[config.mk]
export PLATFORM = sky130hd
export DESIGN_NAME = sparse_weight_packer_flat
export DESIGN_NICKNAME = d
export VERILOG_FILES = /design/src/rtl/sparse_pkg.sv /design/src/rtl/sparse_weight_packer_if.sv /design/src/rtl/sparse_weight_packer.sv /design/src/flat_wrapper.sv
export SDC_FILE = /design/constraint.sdc
export NUM_CORES = 1
export LEC_CHECK = 0
export ABC_AREA = 1
export ABC_CLOCK_PERIOD_IN_PS = 5900
export BUFFER_PORTS_ARGS = -buffer_cell sky130_fd_sc_hd__buf_2
export CAP_MARGIN = 20
export CORE_MARGIN = 3
export CORE_UTILIZATION = 60
export CTS_CLUSTER_DIAMETER = 50
export DETAILED_ROUTE_END_ITERATION = 8
export PLACE_DENSITY = 0.84
export SLEW_MARGIN = 20
export SYNTH_ARGS = -nofsm -noshare
export SYNTH_HDL_FRONTEND = slang
export SYNTH_SLANG_ARGS = --single-unit
[constraint.sdc]
create_clock -name clk -period 5.9 [get_ports clk]
set_clock_uncertainty 0.1 [all_clocks]
set_input_delay 1.18 -clock clk [delete_from_list [all_inputs] [get_ports clk]]
set_output_delay 1.18 -clock clk [all_outputs]
set_load 0.005 [all_outputs]
[src/rtl/sparse_pkg.sv]
// Shared definitions for the pair-packed sparse weight memory.
// Used by the write-side packer and by the read-side unpacker.
//   INDEX_WIDTH_DEF / VALUE_WIDTH_DEF : default entry field widths
//   WORD_WIDTH                        : packed pair-word width
//   state_e                           : packer FSM states
//   pack_pair()                       : builds {idx1, val1, idx0, val0}
package sparse_pkg;

    localparam int unsigned INDEX_WIDTH_DEF = 12;
    localparam int unsigned VALUE_WIDTH_DEF = 8;
    localparam int unsigned WORD_WIDTH      = 2 * (INDEX_WIDTH_DEF + VALUE_WIDTH_DEF);

    typedef enum logic [1:0] {
        IDLE,
        RUN,
        FIN
    } state_e;

    // Entry 0 occupies the low half; the value sits in the LSBs of each half.
    function automatic logic [WORD_WIDTH-1:0] pack_pair(
        input logic [INDEX_WIDTH_DEF-1:0] idx1,
        input logic [VALUE_WIDTH_DEF-1:0] val1,
        input logic [INDEX_WIDTH_DEF-1:0] idx0,
        input logic [VALUE_WIDTH_DEF-1:0] val0
    );
        return {idx1, val1, idx0, val0};
    endfunction

endpackage

[src/rtl/sparse_weight_packer_if.sv]
// Bus bundle for sparse_weight_packer: layer control, dense input stream,
// weight-RAM write port and layer status.
//   master : drives start / in_valid / in_value / in_last
//   slave  : the packer; drives in_ready, wr_*, done, counts, overflow
interface sparse_weight_packer_if #(
    parameter int unsigned DEPTH_PAIRS = 512,
    parameter int unsigned INDEX_WIDTH = 12,
    parameter int unsigned VALUE_WIDTH = 8
);
    localparam int unsigned AW = $clog2(DEPTH_PAIRS);

    logic                                   start;
    logic                                   in_valid;
    logic                                   in_ready;
    logic [VALUE_WIDTH-1:0]                 in_value;
    logic                                   in_last;
    logic                                   wr_en;
    logic [AW-1:0]                          wr_addr;
    logic [2*(INDEX_WIDTH+VALUE_WIDTH)-1:0] wr_data;
    logic                                   done;
    logic [AW+1:0]                          nnz_count;
    logic [AW:0]                            word_count;
    logic                                   overflow;

    modport master (
        output start, in_valid, in_value, in_last,
        input  in_ready, wr_en, wr_addr, wr_data, done, nnz_count, word_count, overflow
    );

    modport slave (
        input  start, in_valid, in_value, in_last,
        output in_ready, wr_en, wr_addr, wr_data, done, nnz_count, word_count, overflow
    );

endinterface

[src/rtl/sparse_weight_packer.sv]
// Write-side encoder for the pair-packed sparse weight memory.
// Drops zero weights from a dense layer stream, tags survivors with their
// dense position and packs two (index, value) entries per RAM word.
//   clk, rst : clock, asynchronous active-high reset
//   bus      : sparse_weight_packer_if.slave (stream in, RAM write out, status)
module sparse_weight_packer
    import sparse_pkg::*;
#(
    parameter int unsigned DEPTH_PAIRS = 512,
    parameter int unsigned INDEX_WIDTH = INDEX_WIDTH_DEF,
    parameter int unsigned VALUE_WIDTH = VALUE_WIDTH_DEF
) (
    input logic                   clk,
    input logic                   rst,
    sparse_weight_packer_if.slave bus
);

    localparam int unsigned AW = $clog2(DEPTH_PAIRS);
    localparam int unsigned PW = INDEX_WIDTH + 1;
    localparam int unsigned HW = INDEX_WIDTH + VALUE_WIDTH;
    localparam int unsigned WW = 2 * HW;
    localparam int unsigned NW = AW + 2;
    localparam int unsigned CW = AW + 1;

    localparam logic [PW-1:0] POS_ONE = PW'(1);
    localparam logic [CW-1:0] WC_ONE  = CW'(1);
    localparam logic [CW-1:0] WC_FULL = CW'(DEPTH_PAIRS);
    localparam logic [NW-1:0] NNZ_ONE = NW'(1);
    localparam logic [NW-1:0] NNZ_TWO = NW'(2);

    state_e          state_q, state_d;
    logic [PW-1:0]   pos_q, pos_d;
    logic            slot_full_q, slot_full_d;
    logic [HW-1:0]   slot_q, slot_d;
    logic            wr_en_q, wr_en_d;
    logic [AW-1:0]   wr_addr_q, wr_addr_d;
    logic [WW-1:0]   wr_data_q, wr_data_d;
    logic            done_q, done_d;
    logic [NW-1:0]   nnz_q, nnz_d;
    logic [CW-1:0]   wc_q, wc_d;
    logic            ovf_q, ovf_d;

    logic            accept;
    logic            nonzero;
    logic            entry_ok;
    logic [HW-1:0]   entry;
    logic            want_wr;
    logic [WW-1:0]   want_data;
    logic [NW-1:0]   want_nnz;

    assign accept   = bus.in_valid && (state_q == RUN);
    assign nonzero  = (bus.in_value != '0);
    // Position MSB set means the index no longer fits the entry field.
    assign entry_ok = nonzero && !pos_q[INDEX_WIDTH];
    assign entry    = {pos_q[INDEX_WIDTH-1:0], bus.in_value};

    always_ff @(posedge clk or posedge rst) begin
        if (rst) begin
            state_q <= IDLE;
        end else begin
            state_q <= state_d;
        end
    end

    always_comb begin
        state_d = state_q;
        case (state_q)
            IDLE:    if (bus.start) state_d = RUN;
            RUN:     if (accept && bus.in_last) state_d = FIN;
            FIN:     state_d = IDLE;
            default: state_d = IDLE;
        endcase
    end

    always_comb begin
        pos_d       = pos_q;
        slot_full_d = slot_full_q;
        slot_d      = slot_q;
        wr_en_d     = 1'b0;
        wr_addr_d   = wr_addr_q;
        wr_data_d   = wr_data_q;
        done_d      = (state_q == FIN);
        nnz_d       = nnz_q;
        wc_d        = wc_q;
        ovf_d       = ovf_q;
        want_wr     = 1'b0;
        want_data   = '0;
        want_nnz    = '0;

        if ((state_q == IDLE) && bus.start) begin
            pos_d       = '0;
            slot_full_d = 1'b0;
            nnz_d       = '0;
            wc_d        = '0;
            ovf_d       = 1'b0;
        end else if (accept) begin
            pos_d = pos_q + POS_ONE;
            if (nonzero && !entry_ok) begin
                ovf_d = 1'b1;
            end
            // At most one word per beat: a completed pair and a tail pad
            // can never both arise from the same beat.
            if (entry_ok) begin
                if (slot_full_q) begin
                    want_wr     = 1'b1;
                    want_data   = {entry, slot_q};
                    want_nnz    = NNZ_TWO;
                    slot_full_d = 1'b0;
                end else if (bus.in_last) begin
                    want_wr   = 1'b1;
                    want_data = {HW'(0), entry};
                    want_nnz  = NNZ_ONE;
                end else begin
                    slot_full_d = 1'b1;
                    slot_d      = entry;
                end
            end else if (bus.in_last && slot_full_q) begin
                want_wr     = 1'b1;
                want_data   = {HW'(0), slot_q};
                want_nnz    = NNZ_ONE;
                slot_full_d = 1'b0;
            end

            if (want_wr) begin
                if (wc_q == WC_FULL) begin
                    ovf_d = 1'b1;
                end else begin
                    wr_en_d   = 1'b1;
                    wr_addr_d = wc_q[AW-1:0];
                    wr_data_d = want_data;
                    wc_d      = wc_q + WC_ONE;
                    nnz_d     = nnz_q + want_nnz;
                end
            end
        end
    end

    always_ff @(posedge clk or posedge rst) begin
        if (rst) begin
            pos_q       <= '0;
            slot_full_q <= 1'b0;
            slot_q      <= '0;
            wr_en_q     <= 1'b0;
            wr_addr_q   <= '0;
            wr_data_q   <= '0;
            done_q      <= 1'b0;
            nnz_q       <= '0;
            wc_q        <= '0;
            ovf_q       <= 1'b0;
        end else begin
            pos_q       <= pos_d;
            slot_full_q <= slot_full_d;
            slot_q      <= slot_d;
            wr_en_q     <= wr_en_d;
            wr_addr_q   <= wr_addr_d;
            wr_data_q   <= wr_data_d;
            done_q      <= done_d;
            nnz_q       <= nnz_d;
            wc_q        <= wc_d;
            ovf_q       <= ovf_d;
        end
    end

    assign bus.in_ready   = (state_q == RUN);
    assign bus.wr_en      = wr_en_q;
    assign bus.wr_addr    = wr_addr_q;
    assign bus.wr_data    = wr_data_q;
    assign bus.done       = done_q;
    assign bus.nnz_count  = nnz_q;
    assign bus.word_count = wc_q;
    assign bus.overflow   = ovf_q;

endmodule

[src/flat_wrapper.sv]
// flat-port wrapper written by rule: the top's interface ports become plain ports
module sparse_weight_packer_flat import sparse_pkg::*;
#(
    parameter int unsigned DEPTH_PAIRS = 512,
    parameter int unsigned INDEX_WIDTH = INDEX_WIDTH_DEF,
    parameter int unsigned VALUE_WIDTH = VALUE_WIDTH_DEF
)
  (clk, rst, bus_start, bus_in_valid, bus_in_value, bus_in_last, bus_in_ready, bus_wr_en, bus_wr_addr, bus_wr_data, bus_done, bus_nnz_count, bus_word_count, bus_overflow);
  sparse_weight_packer_if #(.DEPTH_PAIRS(DEPTH_PAIRS), .INDEX_WIDTH(INDEX_WIDTH), .VALUE_WIDTH(VALUE_WIDTH)) bus_i ();
  input logic clk;
  input logic rst;
  input wire logic [$bits(bus_i.start)-1:0] bus_start;
  input wire logic [$bits(bus_i.in_valid)-1:0] bus_in_valid;
  input wire logic [$bits(bus_i.in_value)-1:0] bus_in_value;
  input wire logic [$bits(bus_i.in_last)-1:0] bus_in_last;
  output wire logic [$bits(bus_i.in_ready)-1:0] bus_in_ready;
  output wire logic [$bits(bus_i.wr_en)-1:0] bus_wr_en;
  output wire logic [$bits(bus_i.wr_addr)-1:0] bus_wr_addr;
  output wire logic [$bits(bus_i.wr_data)-1:0] bus_wr_data;
  output wire logic [$bits(bus_i.done)-1:0] bus_done;
  output wire logic [$bits(bus_i.nnz_count)-1:0] bus_nnz_count;
  output wire logic [$bits(bus_i.word_count)-1:0] bus_word_count;
  output wire logic [$bits(bus_i.overflow)-1:0] bus_overflow;
  assign bus_i.start = bus_start;
  assign bus_i.in_valid = bus_in_valid;
  assign bus_i.in_value = bus_in_value;
  assign bus_i.in_last = bus_in_last;
  assign bus_in_ready = bus_i.in_ready;
  assign bus_wr_en = bus_i.wr_en;
  assign bus_wr_addr = bus_i.wr_addr;
  assign bus_wr_data = bus_i.wr_data;
  assign bus_done = bus_i.done;
  assign bus_nnz_count = bus_i.nnz_count;
  assign bus_word_count = bus_i.word_count;
  assign bus_overflow = bus_i.overflow;
  sparse_weight_packer #(.DEPTH_PAIRS(DEPTH_PAIRS), .INDEX_WIDTH(INDEX_WIDTH), .VALUE_WIDTH(VALUE_WIDTH)) u_core (.clk(clk), .rst(rst), .bus(bus_i));
endmodule
==> metrics.md <==
| Metric | Value |
|---|---|
| CTS tree | `done` |
| Sink Count | `109` |
| Antenna Diode Count | `0` |
| Std cell rows | `34` |
| Post-route DRC | `0` |
| Max-cap violation count | `0` |
| Synth cell types | `29` |
| Clock latency on the worst-skew pair | `between 0.3 and 0.4 ns` |
| Avg Cell Area, Syn | `7.80 um2` |
| Hold Path Stages | `2` |
| Gr usage total | `26.2%` |
| First-pass GRT wire length | `~22,000 um` |
| Area growth from synthesis to layout | `11.3%` |
| Hold buffer count at cts | `0` |
| Initial core utilization | `between 60% and 70%` |
| Minimum clock period | `around 3.9 ns` |
| Clock Tree Buf Depth | `2` |
| Die width | `~100 um` |
| Peak supply drop | `around 0.00021 V` |
| Switching part of the total | `between 30% and 40%` |
| Post-CTS Setup Inserts | `0` |
| Final total power | `between 2000 and 2500 uW` |
| Reg-to-reg endpoint | `u_core.bus.nnz_count[6]$_DFFE_PP0P_` |
| Crit. End Element | `flop` |
| Initial antenna violation count | `0` |
| Fin. Hold Viols | `0` |
| Final setup vio count | `0` |
| Post-CTS sizing | `0` |
| Crit path max fanout | `43` |
| Via count | `slightly below 5,000` |
| HP Start | `u_core.bus.wr_data[6]$_DFFE_PP0P_` |
| Max incr delay on CP | `between 0.7 and 0.8 ns` |
| Gpl congestion | `0.869` |
| Grt ovf | `0` |
| Worst slew pin tran | `a little under 1 ns` |
| Worst min path class | `flop to flop` |
| Clock power share | `roughly 20%` |
| DRT Pass-1 Iters | `5` |
| #FFs+latches synth | `around 110` |
| H-tree depth | `3` |
| Full die area | `between 10,000 and 15,000 um2` |
| Core Area | `about 9000 um2` |
| Largest net degree at the start of global routing | `63` |
| FMAX | `about 250 MHz` |
| DR vias/cell | `around 5.5` |
| Fin nets | `around 800` |
| Max-slew headroom | `34.3%` |
| WL final | `about 13,000 um` |
| Die height | `between 100 and 150 um` |
| Status | `completed` |
| Initial DRC Count | `~360` |
| WHS Endpoint | `u_core.bus.wr_data[6]$_DFFE_PP0P_` |
| Post-Syn Instances | `approximately 700` |
| Combinational group share of total power | `a little over 30%` |
| Total CTS buffers | `9` |
| HPWL reported at the end of detailed placement | `9000 um` |
| Pins Over Slew Limit | `0` |
| Worst Path Class, Setup | `primary input to flop` |
| Crit path cell chain | `buf_2 -> nor2_1 -> nand2_1 -> o21ai_4 -> nor2_1 -> buf_4 -> ha_1 -> nand2_1 -> o21ai_0 -> nand2_1 -> xor2_1 -> inv_1 -> nand2_1 -> nand2_1` |
| Seq pwr share | `around half` |
| Unrepaired setup endpoints after global routing | `no` |
| Setup_tns | `0 ns` |
| PD cells | `approximately 330 nW/um2` |
| Syn_nets | `between 700 and 800` |
| Startpoint Class | `primary input` |
| Mapped Area | `5440 um2` |
| Layout cells sized above 1 | `between 10% and 20%` |
| Routed WL per cell | `roughly 15 um` |
| CP arrival | `about 4.1 ns` |
| Pleak | `~0.0031 uW` |
| Sequential area share after synthesis | `between 50% and 60%` |
| Cell count of the worst reg-to-reg path | `12` |
| IO Pins | `87` |
| Port Buffers | `between 80 and 90` |
| Clock Tree Root | `clkbuf_8` |
| Final ANT Viol Nets | `0` |
| Fin crit share | `66.7%` |
| Worst endpoint required time | `a little over 6 ns` |
| P_int | `between 1000 and 1500 uW` |
| Most numerous cell on the critical path | `nand2_1` |
| Vias in the first global route | `roughly 4,600` |
| Clock Pin Slew Worst Setup and Hold Paths | `0.10 ns` |
| R2r startpoint | `u_core.pos_q[12]$_DFFE_PP0P_` |
| CP max stage cell | `o21ai_4` |
| Yosys warns | `0` |
| Reg2reg setup slack | `around 2.5 ns` |
| Psw | `737 uW` |
## cell families (layout without fill, tap and decap cells)
logic type | Yosys count | count (layout) | synth area share [%]
AOI/OAI and AO/OA | 109 | 109 | 11.3
xor gates and xnor gates | 12 | 12 | 1.93
adders and majority gates | 6 | 6 | 1.52
buffers and inverters | 99 | 173 | 8.07
DFF | 109 | 109 | 50.1
and+or+nand+nor | 362 | 362 | 27.1
## cells in the mapped netlist (all sizes together)
cell type / number / area [um2]
o21ai: 70 / 362
and2: 1 / 6.26
dfrtp: 109 / 2730
clkbuf: 13 / 48.8
o31ai: 1 / 7.51
ha: 5 / 62.6
xor2: 9 / 78.8
o21a: 1 / 7.51
a22oi: 20 / 150
inv: 64 / 240
a21oi: 16 / 80.1
buf: 22 / 150
nand3: 39 / 205
fa: 1 / 20.0
nor4: 2 / 12.5
nand2: 233 / 877
nor3: 10 / 61.3
xnor2: 3 / 26.3
nor2: 72 / 278
a31oi: 1 / 6.26
nand4: 5 / 31.3
## per-stage QoR
step           util [%]  cells  cell area, um2  hold slack, ns  worst slack (ns)
6_report           69.1    879            6060           0.381              1.96
5_1_grt            69.1    879            6060           0.402              1.65
4_1_cts            69.1    879            6060           0.382              2.01
3_5_place_dp       67.2    864            5890           0.362              1.65
3_3_place_gp       66.9    863            5860           0.357              1.82
2_1_floorplan         -    697            5440           0.341              1.75
## how the worst max path moves through the flow
stage / start / to / slack [ns] / cells past startpoint
2_1_floorplan: rst / u_core.bus.done$_DFF_PP0_ / 1.75 / 1
3_3_place_gp: bus_in_value[4] / u_core.bus.nnz_count[7]$_DFFE_PP0P_ / 1.82 / 14
3_5_place_dp: bus_in_value[6] / u_core.bus.nnz_count[6]$_DFFE_PP0P_ / 1.65 / 14
4_1_cts: bus_in_value[6] / u_core.bus.nnz_count[6]$_DFFE_PP0P_ / 2.01 / 14
5_1_grt: bus_in_value[6] / u_core.bus.nnz_count[6]$_DFFE_PP0P_ / 1.65 / 14
6_report: bus_in_value[6] / u_core.bus.nnz_count[7]$_DFFE_PP0P_ / 1.96 / 14
## flip-flops by register name, indices dropped and copies added, names as in the netlist
name                   count
u_core.bus.wr_addr         9
u_core.state_q             2
u_core.slot_full_q         1
u_core.pos_q              13
u_core.bus.overflow        1
u_core.bus.word_count     10
u_core.slot_q             20
u_core.bus.wr_en           1
u_core.bus.nnz_count      11
u_core.bus.done            1
u_core.bus.wr_data        40
## worst max-delay path: cells and delay by family
| kind | cells | cell delay [ns] |
|---|---|---|
| compound gates | 2 | 1.03 |
| xor+xnor | 1 | 0.16 |
| fa+ha+maj | 1 | 0.28 |
| buf+inv | 3 | 0.48 |
| simple gates | 7 | 0.99 |
## metal layers
| metal | vias to the layer above | GRT usage, % | share of wire (%) |
|---|---|---|---|
| li1 | 2355 | - | - |
| met1 | 2263 | 37.1 | 43 |
| met2 | 202 | 41.9 | 47 |
| met3 | 19 | 3.93 | 7.6 |
| met4 | 0 | 7.98 | 1.5 |
| met5 | - | 0 | 0 |
## power by group through the flow
stage	registers (uW)	clock network, uW	logic [uW]
6_report	1000	403	611
4_1_cts	1000	415	612
5_1_grt	1020	439	700
3_3_place_gp	1010	0	576
3_5_place_dp	1020	0	609
2_1_floorplan	1010	0	403
## layout make-up
type,instances,area [um2]
tap,108,135
clock buffer,12,145
clock inverter,3,22.5
multi-input combinational,489,2270
timing repair buffer,94,510
fill,706,2710
sequential,109,2730
inverter,64,243
## placed cells by master (no fill, tap or decap), drive strengths merged
cell type,instances
o31ai,1
ha,5
a22oi,20
fa,1
a21oi,16
buf,94
clkbuf,12
nor2,72
o21ai,70
inv,64
o21a,1
nor3,10
clkinvlp,3
and2,1
nand3,39
nand4,5
nand2,233
a31oi,1
dfrtp,109
nor4,2
xor2,9
xnor2,3
(Power assumes the default switching activity.)
